**src/rtl/alu_addsub_seq.sv**
```systemverilog
// Multi-cycle signed adder/subtractor: adds CHUNK bits per cycle, LSB first, with
// valid/ready handshakes, optional saturation and OF/COUT/ZERO/NEG flags.
module alu_addsub_seq #(
    parameter int WIDTH  = 6,
    parameter int CHUNK  = 2,
    parameter int SAT_EN = 1
) (
    input  logic             CLK,
    input  logic             RST_N,
    input  logic             IN_VALID,
    output logic             IN_READY,
    input  logic             SEL,
    input  logic             SAT,
    input  logic [WIDTH-1:0] A,
    input  logic [WIDTH-1:0] B,
    output logic             OUT_VALID,
    input  logic             OUT_READY,
    output logic [WIDTH-1:0] Y,
    output logic             OF,
    output logic             COUT,
    output logic             ZERO,
    output logic             NEG
);

    localparam int NCHUNK = WIDTH / CHUNK;
    localparam int CW     = (NCHUNK > 1) ? $clog2(NCHUNK) : 1;
    localparam logic [CW-1:0]    LAST   = CW'(NCHUNK - 1);
    localparam logic             SAT_ON = (SAT_EN != 0);
    localparam logic [WIDTH-1:0] Y_MAX  = {1'b0, {(WIDTH-1){1'b1}}};
    localparam logic [WIDTH-1:0] Y_MIN  = {1'b1, {(WIDTH-1){1'b0}}};

    typedef enum logic [1:0] {
        ST_IDLE = 2'd0,
        ST_BUSY = 2'd1,
        ST_DONE = 2'd2
    } state_t;

    state_t            state_r;
    state_t            state_next_s;
    logic [WIDTH-1:0]  a_r;
    logic [WIDTH-1:0]  bn_r;
    logic [WIDTH-1:0]  sum_r;
    logic              carry_r;
    logic              sat_r;
    logic [CW-1:0]     cnt_r;
    logic [WIDTH-1:0]  y_r;
    logic              of_r;
    logic              cout_r;
    logic              zero_r;
    logic              neg_r;

    int                idx_s;
    logic [CHUNK:0]    slice_sum_s;
    logic [WIDTH-1:0]  sum_next_s;
    logic [WIDTH-1:0]  y_final_s;
    logic              of_s;
    logic              last_s;

    function automatic logic signed_overflow(input logic a_msb, input logic bn_msb,
                                             input logic s_msb);
        return (~a_msb & ~bn_msb & s_msb) | (a_msb & bn_msb & ~s_msb);
    endfunction

    // One chunk of the ripple sum, merged into the partial sum, plus final result selection
    always_comb begin
        idx_s       = int'(cnt_r) * CHUNK;
        slice_sum_s = {1'b0, a_r[idx_s +: CHUNK]} + {1'b0, bn_r[idx_s +: CHUNK]}
                      + {{CHUNK{1'b0}}, carry_r};
        sum_next_s  = sum_r;
        sum_next_s[idx_s +: CHUNK] = slice_sum_s[CHUNK-1:0];
        of_s        = signed_overflow(a_r[WIDTH-1], bn_r[WIDTH-1], sum_next_s[WIDTH-1]);
        last_s      = (cnt_r == LAST);
        if (sat_r && of_s) begin
            y_final_s = a_r[WIDTH-1] ? Y_MIN : Y_MAX;
        end else begin
            y_final_s = sum_next_s;
        end
    end

    // Next-state logic
    always_comb begin
        state_next_s = state_r;
        case (state_r)
            ST_IDLE: begin
                if (IN_VALID) begin
                    state_next_s = ST_BUSY;
                end else begin
                    state_next_s = ST_IDLE;
                end
            end
            ST_BUSY: begin
                if (last_s) begin
                    state_next_s = ST_DONE;
                end else begin
                    state_next_s = ST_BUSY;
                end
            end
            ST_DONE: begin
                if (OUT_READY) begin
                    state_next_s = ST_IDLE;
                end else begin
                    state_next_s = ST_DONE;
                end
            end
            default: state_next_s = ST_IDLE;
        endcase
    end

    // State register
    always_ff @(posedge CLK) begin
        if (!RST_N) begin
            state_r <= ST_IDLE;
        end else begin
            state_r <= state_next_s;
        end
    end

    // Operand capture, per-chunk accumulation and result/flag registers
    always_ff @(posedge CLK) begin
        if (!RST_N) begin
            a_r     <= '0;
            bn_r    <= '0;
            sum_r   <= '0;
            carry_r <= 1'b0;
            sat_r   <= 1'b0;
            cnt_r   <= '0;
            y_r     <= '0;
            of_r    <= 1'b0;
            cout_r  <= 1'b0;
            zero_r  <= 1'b0;
            neg_r   <= 1'b0;
        end else begin
            case (state_r)
                ST_IDLE: begin
                    if (IN_VALID) begin
                        a_r     <= A;
                        bn_r    <= SEL ? ~B : B;
                        carry_r <= SEL;
                        sat_r   <= SAT & SAT_ON;
                        sum_r   <= '0;
                        cnt_r   <= '0;
                    end
                end
                ST_BUSY: begin
                    sum_r   <= sum_next_s;
                    carry_r <= slice_sum_s[CHUNK];
                    cnt_r   <= cnt_r + CW'(1);
                    if (last_s) begin
                        y_r    <= y_final_s;
                        of_r   <= of_s;
                        cout_r <= slice_sum_s[CHUNK];
                        zero_r <= (y_final_s == '0);
                        neg_r  <= y_final_s[WIDTH-1];
                    end
                end
                default: begin
                    cnt_r <= cnt_r;
                end
            endcase
        end
    end

    // Ready is gated by reset so no operation can be offered while the block is held
    assign IN_READY  = RST_N & (state_r == ST_IDLE);
    assign OUT_VALID = (state_r == ST_DONE);
    assign Y         = y_r;
    assign OF        = of_r;
    assign COUT      = cout_r;
    assign ZERO      = zero_r;
    assign NEG       = neg_r;

endmodule

```
**config.mk**
```make
export PLATFORM = sky130hd
export DESIGN_NAME = alu_addsub_seq
export DESIGN_NICKNAME = d
export VERILOG_FILES = /design/src/rtl/alu_addsub_seq.sv
export SDC_FILE = /design/constraint.sdc
export NUM_CORES = 1
export LEC_CHECK = 0
export ABC_AREA = 0
export CAP_MARGIN = 0
export CORE_MARGIN = 2
export CORE_UTILIZATION = 42
export CTS_CLUSTER_SIZE = 10
export DETAILED_ROUTE_END_ITERATION = 10
export PLACE_DENSITY_LB_ADDON = 0.05
export SYNTH_ARGS = -nofsm -noshare
export SYNTH_HDL_FRONTEND = slang
export SYNTH_SLANG_ARGS = --single-unit
```
**constraint.sdc**
```tcl
create_clock -name CLK -period 4.16 [get_ports CLK]
set_input_delay 0.832 -clock CLK [delete_from_list [all_inputs] [get_ports CLK]]
set_output_delay 0.832 -clock CLK [all_outputs]
set_load 0.05 [all_outputs]
```
==> flow_summary.toml <==
[synthesis]
synth_seq_cells = 33
synth_compound_area_share_pct = 19.1
synth_warnings = 0
yosys.area.top_type = "dfxtp_1"
synth.top_cell.area_share_pct = 38.9
syn_inst = 211
synth_nets = 236
synth_xor_area_share_pct = 3.09
yosys-top-cells-area = "dfxtp_1, nand2_1, a21oi_1, a211oi_1, nor2_1"
synthMuxAreaShare_pct = 4.12
synth_flop_cell = "dfxtp_1"
synth_edf_count = 0
syn_area_um2 = 1700
synth_top_family_by_area = "simple AND/OR/NAND/NOR gates"
yosysSeqAreaShare_pct = 38.9
syn_area_per_cell_um2 = 8.06
yosys.area_share.simple_pct = 23.9
synth_fa_ha_area_share_pct = 6.03
synthArstFlopShare_pct = 0
yosys.cell_types.count = 34

[placement]
globalplace.congestion = 0.801
pre_cts_slack_ps = 715
hpwl_um = 2710
portBuffers = 29

[pwr]
p_total_mw = 0.720
powerDensity_nw_per_um2 = 345
vdd_ir_drop_max_mv = 0.223
leakage_nw = 0.708

[routing]
dr.pass1.iters = 4
drt-wirelength-per-cell_um = 13.3
routed_via_density = 5.29
drtAntennaViolNets = 0
first_iter_violations = 91
vias = 1501
drt-total-wl_um = 3780
drc = 0

[setup_path]
worstSetupPathType = "in2out"
path_max_fanout = 28
cp.arrival_ps = 2580
crit_chain = "clkdlybuf4s50_1 > inv_2 > nor3_1 > clkdlybuf4s50_1"
cp-endpoint = "IN_READY"
critPathMostFrequentCell = "clkdlybuf4s50_1"
startpoint_type = "input pin"
crit_start = "RST_N"
slowest_delay_ps = 840
rr_worst_depth = 8
critPathSlowestCell = "clkdlybuf4s50_1"
r2r_end = "Y[1]$_SDFFE_PN0P_"
required_ps = 3330
regToRegSetupSlack_ps = 930
endpoint_kind = "output port"
crit-reg2reg-launch = "cnt_r[1]$_SDFFE_PN0P_"

[final_layout]
final_cell_mix = "nand2_1, dfxtp_1, clkdlybuf4s50_1"
nNetsFinal = 259
fillers = 370
final_core_util_pct = 52.9
final_common_cell = "nand2_1"
drive_gt1_share_pct = 4.70
n_antenna_cell = 0
syn_to_final_growth_pct = 22.7

[global_route]
antenna_found_initial = 0
grt-ovfl-total = 0
grt_usage_pct = 18.2
grt_first_pass_wirelength_um = 6220
grt_pass1_vias = 1338
grt_max_degree = 29

[clock_network]
cts_root_buf = "clkbuf_8"
path_clk_slew_ps = 70
cts_tree = "built"
htree_levels = 2
cts_resized = 0
post_cts_buffers = 0
cts.path.max_buffers = 2
cts_hold_buf = 0
worstSkewPairLatency_ps = 290
cts_made_buffers = 5
clock-sinks = 33

[floorplanning]
start_util_pct = 43.1
core_area_um2 = 3940
rows = 23
fp.dieArea_um2 = 4570
die_width_um = 67.6
io_pins = 30
die_h_um = 67.6

[sta]
setup_viol = 0
setup_tns_ps = 0
min_period_ps = 3410
timing.final.crit_share_pct = 82.0
hold_viol = 0
worstMarginPinSlew_ps = 797
drv_slew = 0
layout_setup_ws_ps = 749
fmax_mhz = 293
max-slew-margin-rel_pct = 46.8
rsz0062_at_grt = "no"
worst_hold_slack_ps = 452
fin_worst_skew_ps = 6.38

[job]
max_cap_violations = 0

[worst_hold_path]
hold_path_depth = 2
hp-start = "OF$_SDFFE_PN0P_"
hold_path.class = "reg2reg"

[run_status]
status = "complete, no violations"
[kinds of logic (layout without fill, tap and decap cells)]
| logic type | count (synthesis) | count (layout) |
|---|---|---|
| AND/OR/NAND/NOR | 87 | 87 |
| XOR/XNOR | 6 | 6 |
| adder cells (fa/ha/maj) | 7 | 7 |
| buffers and inverters | 21 | 44 |
| flip-flops | 33 | 33 |
| multiplexers | 6 | 6 |
| AO/OA/AOI/OAI | 51 | 51 |
[flip-flops by register name, summed over array words and instances, names as in the netlist, 2 cells and up]
signal   count
Y            6
a_r          6
bn_r         6
sum_r        6
cnt_r        2
state_r      2
[layout make-up]
type | instances | area [um^2] | share of cell area [%]
Multi-Input combinational cell | 157 | 956 | 45.8
Timing Repair Buffer | 29 | 290 | 13.9
Clock buffer | 7 | 86.3 | 4.14
Inverter | 8 | 30.0 | 1.44
Tap cell | 50 | 62.6 | 3.00
Sequential cell | 33 | 661 | 31.7
[worst min-delay path by stage]
stage / endpoint
after CTS: OF$_SDFFE_PN0P_
after detailed placement: OF$_SDFFE_PN0P_
after floorplan: a_r[0]$_SDFFE_PN0P_
final: OF$_SDFFE_PN0P_
after global placement: OF$_SDFFE_PN0P_
after global routing: a_r[3]$_SDFFE_PN0P_
[stage by stage]
stage	instance area [um^2]	cells
2_1_floorplan	1700	211
3_3_place_gp	2000	277
3_5_place_dp	2000	277
4_1_cts	2090	284
5_1_grt	2090	284
6_report	2090	284
[where the power goes]
group	leakage, nW	internal, mW	total (mW)	switching [mW]
logic	0.394	0.0562	0.127	0.0711
registers	0.269	0.330	0.346	0.0152
clock network	0.0443	0.131	0.247	0.115
[cell usage after synthesis (2+ instances only)]
library cell / n
nand2_1: 36
dfxtp_1: 33
a21oi_1: 21
nor2_1: 18
a211oi_1: 11
nand3_1: 10
clkbuf_1: 9
o22ai_1: 9
inv_1: 7
nor3_1: 6
xnor2_1: 6
ha_1: 5
mux2i_1: 4
o21ai_0: 4
and2_1: 3
nand2b_1: 3
nand3b_1: 3
nor2b_1: 3
a311o_1: 2
buf_1: 2
fa_1: 2
mux2_4: 2
[metal layers]
metal / share of wire (%) / vias up / track usage (%)
li1: - / 784 / -
met1: 49 / 680 / 24.5
met2: 46 / 30 / 27.3
met3: 3.9 / 7 / 4.00
met4: 1.2 / 0 / 8.93
met5: 0 / - / 0
[worst max-delay path: cells and delay by family]
family	cells	cell delay, ps
and+or+nand+nor	1	200
buffers and inverters	3	1550
Power figures use the tool's default switching activity.
